--- src/rtl/uart_transceiver.sv ---
`default_nettype none
// ============================================================================
//  Module   : uart_transceiver
//  Brief    : Full-duplex UART with internal baud tick generation, configurable
//             data width, parity, stop bits, oversampling and error reporting.
//  Revision : 1.0 - initial release
// ============================================================================
module uart_transceiver #(
    parameter int CLK_HZ     = 50000000,
    parameter int BAUD       = 9600,
    parameter int DATA_BITS  = 8,
    parameter int PARITY     = 0,
    parameter int STOP_BITS  = 1,
    parameter int OVERSAMPLE = 16
) (
    input  logic                 CLK,
    input  logic                 RST,
    input  logic [DATA_BITS-1:0] tx_data,
    input  logic                 tx_start,
    output logic                 tx_busy,
    output logic                 TX,
    input  logic                 RX,
    output logic [DATA_BITS-1:0] rx_data,
    output logic                 rx_valid,
    output logic                 rx_parity_err,
    output logic                 rx_frame_err
);
    localparam int c_DIV_RAW  = CLK_HZ / (BAUD * OVERSAMPLE);
    localparam int c_DIV      = (c_DIV_RAW < 1) ? 1 : c_DIV_RAW;
    localparam int c_BIT_CYC  = OVERSAMPLE * c_DIV;
    localparam int c_HALF_CYC = (OVERSAMPLE / 2) * c_DIV;
    localparam int c_CW       = $clog2(c_BIT_CYC);

    localparam logic [c_CW-1:0] c_BIT_LAST  = c_CW'(c_BIT_CYC - 1);
    localparam logic [c_CW-1:0] c_HALF_LAST = c_CW'(c_HALF_CYC - 1);
    localparam logic [3:0]      c_DATA_LAST = 4'(DATA_BITS - 1);
    localparam logic [3:0]      c_STOP_LAST = 4'(STOP_BITS - 1);
    localparam logic            c_ODD       = (PARITY == 1);
    localparam logic            c_HAS_PAR   = (PARITY != 0);

    localparam logic [2:0] c_TX_IDLE   = 3'd0;
    localparam logic [2:0] c_TX_START  = 3'd1;
    localparam logic [2:0] c_TX_DATA   = 3'd2;
    localparam logic [2:0] c_TX_PARITY = 3'd3;
    localparam logic [2:0] c_TX_STOP   = 3'd4;

    localparam logic [2:0] c_RX_IDLE   = 3'd0;
    localparam logic [2:0] c_RX_START  = 3'd1;
    localparam logic [2:0] c_RX_DATA   = 3'd2;
    localparam logic [2:0] c_RX_PARITY = 3'd3;
    localparam logic [2:0] c_RX_STOP   = 3'd4;
    localparam logic [2:0] c_RX_WAIT   = 3'd5;

    logic [2:0]           r_tx_state;
    logic [c_CW-1:0]      r_tx_cnt;
    logic [3:0]           r_tx_idx;
    logic [DATA_BITS-1:0] r_tx_shift;
    logic                 r_tx_par;
    logic                 r_tx_line;
    logic                 r_tx_busy;

    logic                 r_rx_meta;
    logic                 r_rx_sync;
    logic [2:0]           r_rx_state;
    logic [c_CW-1:0]      r_rx_cnt;
    logic [3:0]           r_rx_idx;
    logic [DATA_BITS-1:0] r_rx_shift;
    logic                 r_rx_par_bit;
    logic [DATA_BITS-1:0] r_rx_data;
    logic                 r_rx_valid;
    logic                 r_rx_perr;
    logic                 r_rx_ferr;

    // Transmitter: one bit period per state step, counter restarts on every bit
    always_ff @(posedge CLK or posedge RST) begin
        if (RST) begin
            r_tx_state <= c_TX_IDLE;
            r_tx_cnt   <= '0;
            r_tx_idx   <= '0;
            r_tx_shift <= '0;
            r_tx_par   <= 1'b0;
            r_tx_line  <= 1'b1;
            r_tx_busy  <= 1'b0;
        end else if (r_tx_state == c_TX_IDLE) begin
            if (tx_start) begin
                r_tx_shift <= tx_data;
                r_tx_par   <= (^tx_data) ^ c_ODD;
                r_tx_busy  <= 1'b1;
                r_tx_line  <= 1'b0;
                r_tx_cnt   <= '0;
                r_tx_state <= c_TX_START;
            end
        end else if (r_tx_cnt != c_BIT_LAST) begin
            r_tx_cnt <= r_tx_cnt + 1'b1;
        end else begin
            r_tx_cnt <= '0;
            case (r_tx_state)
                c_TX_START: begin
                    r_tx_line  <= r_tx_shift[0];
                    r_tx_shift <= r_tx_shift >> 1;
                    r_tx_idx   <= '0;
                    r_tx_state <= c_TX_DATA;
                end
                c_TX_DATA: begin
                    if (r_tx_idx != c_DATA_LAST) begin
                        r_tx_line  <= r_tx_shift[0];
                        r_tx_shift <= r_tx_shift >> 1;
                        r_tx_idx   <= r_tx_idx + 1'b1;
                    end else if (c_HAS_PAR) begin
                        r_tx_line  <= r_tx_par;
                        r_tx_state <= c_TX_PARITY;
                    end else begin
                        r_tx_line  <= 1'b1;
                        r_tx_idx   <= '0;
                        r_tx_state <= c_TX_STOP;
                    end
                end
                c_TX_PARITY: begin
                    r_tx_line  <= 1'b1;
                    r_tx_idx   <= '0;
                    r_tx_state <= c_TX_STOP;
                end
                c_TX_STOP: begin
                    if (r_tx_idx != c_STOP_LAST) begin
                        r_tx_idx <= r_tx_idx + 1'b1;
                    end else begin
                        r_tx_busy  <= 1'b0;
                        r_tx_state <= c_TX_IDLE;
                    end
                end
                default: r_tx_state <= c_TX_IDLE;
            endcase
        end
    end

    always_ff @(posedge CLK or posedge RST) begin
        if (RST) begin
            r_rx_meta <= 1'b1;
            r_rx_sync <= 1'b1;
        end else begin
            r_rx_meta <= RX;
            r_rx_sync <= r_rx_meta;
        end
    end

    // Receiver: after the start midpoint every sample lands one bit period later
    always_ff @(posedge CLK or posedge RST) begin
        if (RST) begin
            r_rx_state   <= c_RX_IDLE;
            r_rx_cnt     <= '0;
            r_rx_idx     <= '0;
            r_rx_shift   <= '0;
            r_rx_par_bit <= 1'b0;
            r_rx_data    <= '0;
            r_rx_valid   <= 1'b0;
            r_rx_perr    <= 1'b0;
            r_rx_ferr    <= 1'b0;
        end else begin
            r_rx_valid <= 1'b0;
            case (r_rx_state)
                c_RX_IDLE: begin
                    if (!r_rx_sync) begin
                        r_rx_cnt   <= '0;
                        r_rx_state <= c_RX_START;
                    end
                end
                c_RX_START: begin
                    if (r_rx_cnt != c_HALF_LAST) begin
                        r_rx_cnt <= r_rx_cnt + 1'b1;
                    end else begin
                        r_rx_cnt   <= '0;
                        r_rx_idx   <= '0;
                        r_rx_state <= r_rx_sync ? c_RX_IDLE : c_RX_DATA;
                    end
                end
                c_RX_DATA: begin
                    if (r_rx_cnt != c_BIT_LAST) begin
                        r_rx_cnt <= r_rx_cnt + 1'b1;
                    end else begin
                        r_rx_cnt   <= '0;
                        r_rx_shift <= {r_rx_sync, r_rx_shift[DATA_BITS-1:1]};
                        if (r_rx_idx != c_DATA_LAST) begin
                            r_rx_idx <= r_rx_idx + 1'b1;
                        end else begin
                            r_rx_state <= c_HAS_PAR ? c_RX_PARITY : c_RX_STOP;
                        end
                    end
                end
                c_RX_PARITY: begin
                    if (r_rx_cnt != c_BIT_LAST) begin
                        r_rx_cnt <= r_rx_cnt + 1'b1;
                    end else begin
                        r_rx_cnt     <= '0;
                        r_rx_par_bit <= r_rx_sync;
                        r_rx_state   <= c_RX_STOP;
                    end
                end
                c_RX_STOP: begin
                    if (r_rx_cnt != c_BIT_LAST) begin
                        r_rx_cnt <= r_rx_cnt + 1'b1;
                    end else begin
                        r_rx_cnt   <= '0;
                        r_rx_valid <= 1'b1;
                        r_rx_data  <= r_rx_shift;
                        r_rx_perr  <= c_HAS_PAR && (((^r_rx_shift) ^ r_rx_par_bit) != c_ODD);
                        r_rx_ferr  <= !r_rx_sync;
                        r_rx_state <= r_rx_sync ? c_RX_IDLE : c_RX_WAIT;
                    end
                end
                c_RX_WAIT: begin
                    if (r_rx_sync) begin
                        r_rx_state <= c_RX_IDLE;
                    end
                end
                default: r_rx_state <= c_RX_IDLE;
            endcase
        end
    end

    assign TX            = r_tx_line;
    assign tx_busy       = r_tx_busy;
    assign rx_data       = r_rx_data;
    assign rx_valid      = r_rx_valid;
    assign rx_parity_err = r_rx_perr;
    assign rx_frame_err  = r_rx_ferr;

endmodule
`default_nettype wire

--- config.mk ---
export PLATFORM = sky130hd
export DESIGN_NAME = uart_transceiver
export DESIGN_NICKNAME = d
export VERILOG_FILES = /design/src/rtl/uart_transceiver.sv
export SDC_FILE = /design/constraint.sdc
export NUM_CORES = 1
export LEC_CHECK = 0
export CAP_MARGIN = 20
export CORE_MARGIN = 10
export CORE_UTILIZATION = 45
export CTS_CLUSTER_DIAMETER = 120
export DETAILED_ROUTE_END_ITERATION = 16
export PLACE_DENSITY = 0.66
export SYNTH_ARGS = -nofsm -noshare
export SYNTH_HDL_FRONTEND = slang
export SYNTH_SLANG_ARGS = --single-unit
--- constraint.sdc ---
create_clock -name CLK -period 2.3 [get_ports CLK]
set_input_delay 0.575 -clock CLK [delete_from_list [all_inputs] [get_ports CLK]]
set_output_delay 0.575 -clock CLK [all_outputs]
set_load 0.005 [all_outputs]
==> metrics.yaml, run 1 <==
floorplan:
  die_h_um: 108.0
  rows: 32
  io_pins: 25
  die_area_um2: 11670
  coreArea_um2: 7647
  start_util_pct: 45.62
  chipWidth_um: 108.0
power_and_ir_drop:
  p_total_uw: 2484
  ir_drop_v: 0.0003784
  p_leak_uw: 0.001873
  power_density_nw_per_um2: 591.1
finish:
  final_nets: 404
  fill_cells: 682
  syn_to_final_growth_pct: 20.48
  drive_above_1_share_pct: 15.82
  diodes: 0
clocking:
  clkTransAtPathRegs_ns: 0.08
  cts_setup_buffers: 0
  cts_hold_buffers: 0
  clock-sinks: 70
  clk-insertion-delay-late_ns: 0.34
  cts_tree: "done"
  htreeDepth: 3
  cts_buffers: 9
  clock_path_buffers: 2
  cts_root_buffer: "clkbuf_8"
  post_cts_resize_count: 0
flow_run:
  maxCapViolations: 0
place:
  port_buffers: 23
  hpwl_um: 4819
  gp_congestion: 0.8026
synthesis:
  synth_top_area_share_pct: 48.06
  ys.flop_type: "dfrtp_1"
  synth_edf_count: 0
  yosys-top-cells-count: "dfrtp_1, o21ai_0, nand2_1"
  ys_seq_elements: 70
  yosysTopAreaCell: "dfrtp_1"
  yosysMostFrequentCell: "dfrtp_1"
  ys_warn_count: 0
  syn_nets: 364
  synth.distinct_cells: 51
  async_flop_share_pct: 100.0
  syn_inst: 347
  synth.area.top_cells: "dfrtp_1, o21ai_0, mux2_2, nand2_1, nor2_1"
  synthesis.area_um2: 3488
  syn_avg_cell_area_um2: 10.05
  yosysSeqAreaShare_pct: 50.32
global_route:
  grt_overflow: 0
  grt_use_met3_pct: 3.629
  grt_util_met1_pct: 15.98
  grtUsageTotal_pct: 12.33
  met2_usage_pct: 19.57
  busiest_layer: "met2"
  grt_pass1_vias: 2587
  antenna_found_initial: 0
  grt_max_degree: 39
  grt_pass1_wl_um: 12140
detailed_routing:
  wirelength_um: 6799
  drtAntennaViolNets: 0
  vias_per_cell: 5.413
  route.vias.total: 2674
  post_drt_wl_per_cell_um: 13.76
  drc_errors: 0
  first_pass_iters: 4
  drt_iter0_markers: 60
worst_setup_path:
  cp.arrival_ns: 2.44
  worstSetupStartpointType: "register"
  critical_path_class: "register to register"
  end_kind: "register"
  cp_data_required_time_ns: 2.58
  crit_path_max_fanout: 6
timing:
  min_period_ns: 2.165
  setup_violations: 0
  tns_ns: 0
  tightest_slew_ns: 0.6151
  max_slew_margin_pct: 58.63
  hold_violations: 0
  rsz0062_at_grt: "no"
  finalMaxSlewViolations: 0
  fmax_mhz: 461.8
  fin_worst_skew_ns: 0.008395
  fin_crit_sh_pct: 94.15
worst_hold_path:
  hold_class: "register to register"
status:
  outcome: "complete, no violations"
logic make-up (layout without fill, tap and decap cells):
group           Yosys count  after routing  synth area share, %
simple gates            131            131                20.34
compound gates           89             89                15.57
flops                    70             70                50.32
mux                      27             27                8.393
buf+inv                  21             66                2.726
fa+ha+maj                 5              5                1.793
xor+xnor                  3              3               0.7534
other cells               1              1               0.1075
routing by layer:
metal,part of all wire [%],up-vias,wire [µm]
met2,47,32,3229
met3,3.6,6,243
met5,0,-,0
met1,48,1301,3273
met4,0.76,0,52
li1,-,1335,-
final cells by class:
| type | count | area [µm²] | share of cell area, % |
|---|---|---|---|
| multi-input combinational | 256 | 1649 | 39.24 |
| tap | 102 | 127.6 | 3.037 |
| inverter | 10 | 41.29 | 0.9824 |
| clock inverter | 7 | 122.6 | 2.918 |
| clock buffer | 9 | 123.9 | 2.947 |
| sequential | 70 | 1755 | 41.77 |
| timing repair buffer | 40 | 382.9 | 9.110 |
registers in the layout, indices dropped and copies added, names as in the netlist:
name and count:
rx_valid 1, r_rx_sync 1, tx_busy 1, r_tx_idx 4, r_tx_cnt 13, r_rx_shift 8
r_rx_idx 4, r_rx_state 3, r_tx_state 3, rx_frame_err 1, r_rx_meta 1, TX 1
r_rx_cnt 13, rx_data 8, r_tx_shift 8
metrics by stage:
step / hold WS (ns) / area, µm² / worst slack [ns] / util, % / std cells
after floorplan: 0.3452 / 3492 / 0.1023 / - / 347
after global placement: 0.3513 / 3950 / 0.1806 / 51.65 / 478
after detailed placement: 0.3510 / 3950 / 0.1533 / 51.65 / 478
after CTS: 0.3638 / 4197 / 0.1304 / 54.88 / 494
after global routing: 0.3717 / 4203 / 0.05250 / 54.96 / 494
final: 0.3632 / 4203 / 0.1346 / 54.96 / 494
final timing paths:
check	cells after the start	start	endpoint	slack, ns
min in group asynchronous	2	RST	r_tx_shift[5]	0.59
max in group asynchronous	3	RST	r_rx_sync	1.14
worst max-delay path	5	r_tx_cnt[5]	r_tx_state[1]	0.13
worst min register to register	0	r_rx_meta	r_rx_sync	0.36
worst min-delay path	0	r_rx_meta	r_rx_sync	0.36
worst max register to register	5	r_tx_cnt[5]	r_tx_state[1]	0.13
critical path: stages, from the launching register on:
cell and delay (ns):
dfrtp_1 0.41, or4b_1 0.59, or4_4 0.48, and2_1 0.22
or3_1 0.33, nand3_1 0.08
power by group:
group / internal (µW) / switching (µW) / total, µW
Clock: 723 / 475 / 1200
Combinational: 22.3 / 28.8 / 51.1
Sequential: 1230 / 1.86 / 1230
Total: 1980 / 505 / 2480
cell usage in the layout (no fill, tap or decap), types with 10 or more instances in the layout:
cell type	instances
a21oi_1	15
buf_4	15
clkdlybuf4s50_1	23
dfrtp_1	67
mux2_2	16
nand2_1	30
nand3_1	16
nor2_1	28
nor3_1	10
o21ai_0	43
No activity file was read; power rests on OpenSTA's default activity.
==> run 2, diff against run 1 <==
--- a/config.mk
+++ b/config.mk
@@ -6,7 +6,7 @@
 export NUM_CORES = 1
 export LEC_CHECK = 0
 export CAP_MARGIN = 20
-export CORE_MARGIN = 10
+export CORE_MARGIN = 2
 export CORE_UTILIZATION = 45
 export CTS_CLUSTER_DIAMETER = 120
 export DETAILED_ROUTE_END_ITERATION = 16
@@ -14,3 +14,4 @@
 export SYNTH_ARGS = -nofsm -noshare
 export SYNTH_HDL_FRONTEND = slang
 export SYNTH_SLANG_ARGS = --single-unit
+export TNS_END_PERCENT = 20
==> run 2 against run 1 <==
Combinational power grew 4.1%. Largest cell class unchanged. Global-route usage grew 5.0 points. Die area shrank 27%. Clock skew is essentially flat. Critical path type unchanged. Highest routed layer unchanged. Sequential share of layout area shrank 0.26 points.
==> metrics.yaml, run 2 (synthesis gave the netlist of run 1 again) <==
status:
  outcome: "complete, no violations"
floorplan:
  coreArea_um2: 7607
  die_h_um: 92.05
  die_area_um2: 8472
  io_pins: 25
  chipWidth_um: 92.05
  start_util_pct: 45.86
  rows: 32
timing:
  tightest_slew_ns: 0.6310
  max_slew_margin_pct: 57.54
  fin_crit_sh_pct: 93.50
  min_period_ns: 2.151
  fmax_mhz: 465.0
  fin_worst_skew_ns: 0.008616
  hold_violations: 0
  finalMaxSlewViolations: 0
  rsz0062_at_grt: "no"
  setup_violations: 0
  tns_ns: 0
place:
  gp_congestion: 0.8389
  hpwl_um: 4736
  port_buffers: 23
power_and_ir_drop:
  p_total_uw: 2492
  p_leak_uw: 0.001886
  ir_drop_v: 0.0003246
  power_density_nw_per_um2: 589.2
detailed_routing:
  vias_per_cell: 5.519
  drt_iter0_markers: 92
  first_pass_iters: 4
  post_drt_wl_per_cell_um: 13.63
  route.vias.total: 2732
  wirelength_um: 6749
  drc_errors: 0
  drtAntennaViolNets: 0
finish:
  syn_to_final_growth_pct: 21.23
  reg_top3: "r_rx_cnt x13, r_tx_cnt x13"
  diodes: 0
  layout_commonest_cell: "dfrtp_1"
  most-common-layout-cells: "dfrtp_1, o21ai_0, nand2_1, nor2_1, clkdlybuf4s50_1"
  drive_above_1_share_pct: 15.78
  utilization_pct: 55.59
  final_nets: 405
clocking:
  htreeDepth: 3
  clock-sinks: 70
  cts_buffers: 9
  post_cts_resize_count: 0
  cts_root_buffer: "clkbuf_8"
  cts_tree: "done"
  cts_setup_buffers: 0
  cts_hold_buffers: 0
  clkTransAtPathRegs_ns: 0.08
  clock_path_buffers: 2
  clk-insertion-delay-late_ns: 0.35
worst_hold_path:
  hold_depth: 0
  hold_end: "r_rx_sync"
  min_from: "r_rx_meta"
  hold_class: "register to register"
worst_setup_path:
  end_kind: "register"
  crit_path_max_fanout: 9
  worstSetupStartpointType: "register"
  cp_data_required_time_ns: 2.53
  r2r_slack_ns: 0.15
  cp.arrival_ns: 2.39
  critical_path_class: "register to register"
  r2r_start: "r_rx_cnt[7]"
  r2r_cells: 5
  timing.rr.end: "r_rx_shift[2]"
global_route:
  grtUsageTotal_pct: 17.33
  grt_pass1_wl_um: 11780
  antenna_found_initial: 0
  grt_max_degree: 28
  grt_overflow: 0
  grt_pass1_vias: 2613
flow_run:
  maxCapViolations: 0
run 2: changes by cell type in the layout (fill, tap and decap cells not counted):
cell	delta
buf_12	+2
buf_4	-1
nor4_2	-1
nor4_1	+1
run 2: worst max path at each step:
| stage | from | to | slack, ns | cells past startpoint |
|---|---|---|---|---|
| 2_1_floorplan | r_rx_cnt[4] | r_rx_shift[0] | 0.10 | 4 |
| 3_3_place_gp | r_tx_cnt[7] | r_tx_state[1] | 0.20 | 5 |
| 3_5_place_dp | r_tx_cnt[5] | r_tx_state[1] | 0.17 | 5 |
| 4_1_cts | r_tx_cnt[5] | r_tx_shift[6] | 0.14 | 6 |
| 5_1_grt | r_rx_cnt[9] | r_rx_idx[1] | 0.02 | 5 |
| 6_report | r_rx_cnt[7] | r_rx_shift[2] | 0.15 | 5 |
run 2: area by class of cell:
type                       count  area (µm²)
tap                          102       127.6
clock buffer                   9       123.9
clock inverter                 7       122.6
timing repair buffer          41       415.4
sequential                    70        1755
inverter                      10       41.29
multi-input combinational    256        1643
fill                         674        3378
run 2: worst max-delay path: stages (launching register included):
cell and delay, ns:
dfrtp_1 0.41, or3_1 0.42, nor4_4 0.42, nor3b_4 0.31, buf_12 0.16, mux2_2 0.33
run 2: per-layer routing:
layer / global-route usage [%] / vias to the layer above / wire length (µm)
met5: 0 / - / 0
met4: 4.975 / 0 / 74
met3: 5.834 / 8 / 224
met2: 28.00 / 38 / 3225
met1: 22.27 / 1351 / 3225
li1: - / 1335 / -
run 2: where the power goes:
part	internal, µW	leakage, µW	total (µW)	switching, µW
logic	24.5	0.000848	53.2	28.7
registers	1230	0.000922	1230	1.71
clock network	723	0.000116	1200	481
total	1980	0.00189	2490	511
run 2: per-stage QoR:
stage | hold slack, ns | instance area [µm²] | setup WS (ns) | std cells
after floorplan | 0.3452 | 3492 | 0.1023 | 347
after global placement | 0.3472 | 3983 | 0.2012 | 479
after detailed placement | 0.3516 | 3983 | 0.1683 | 479
after CTS | 0.3623 | 4229 | 0.1423 | 495
after global routing | 0.3637 | 4229 | 0.02392 | 495
final | 0.3599 | 4229 | 0.1494 | 495
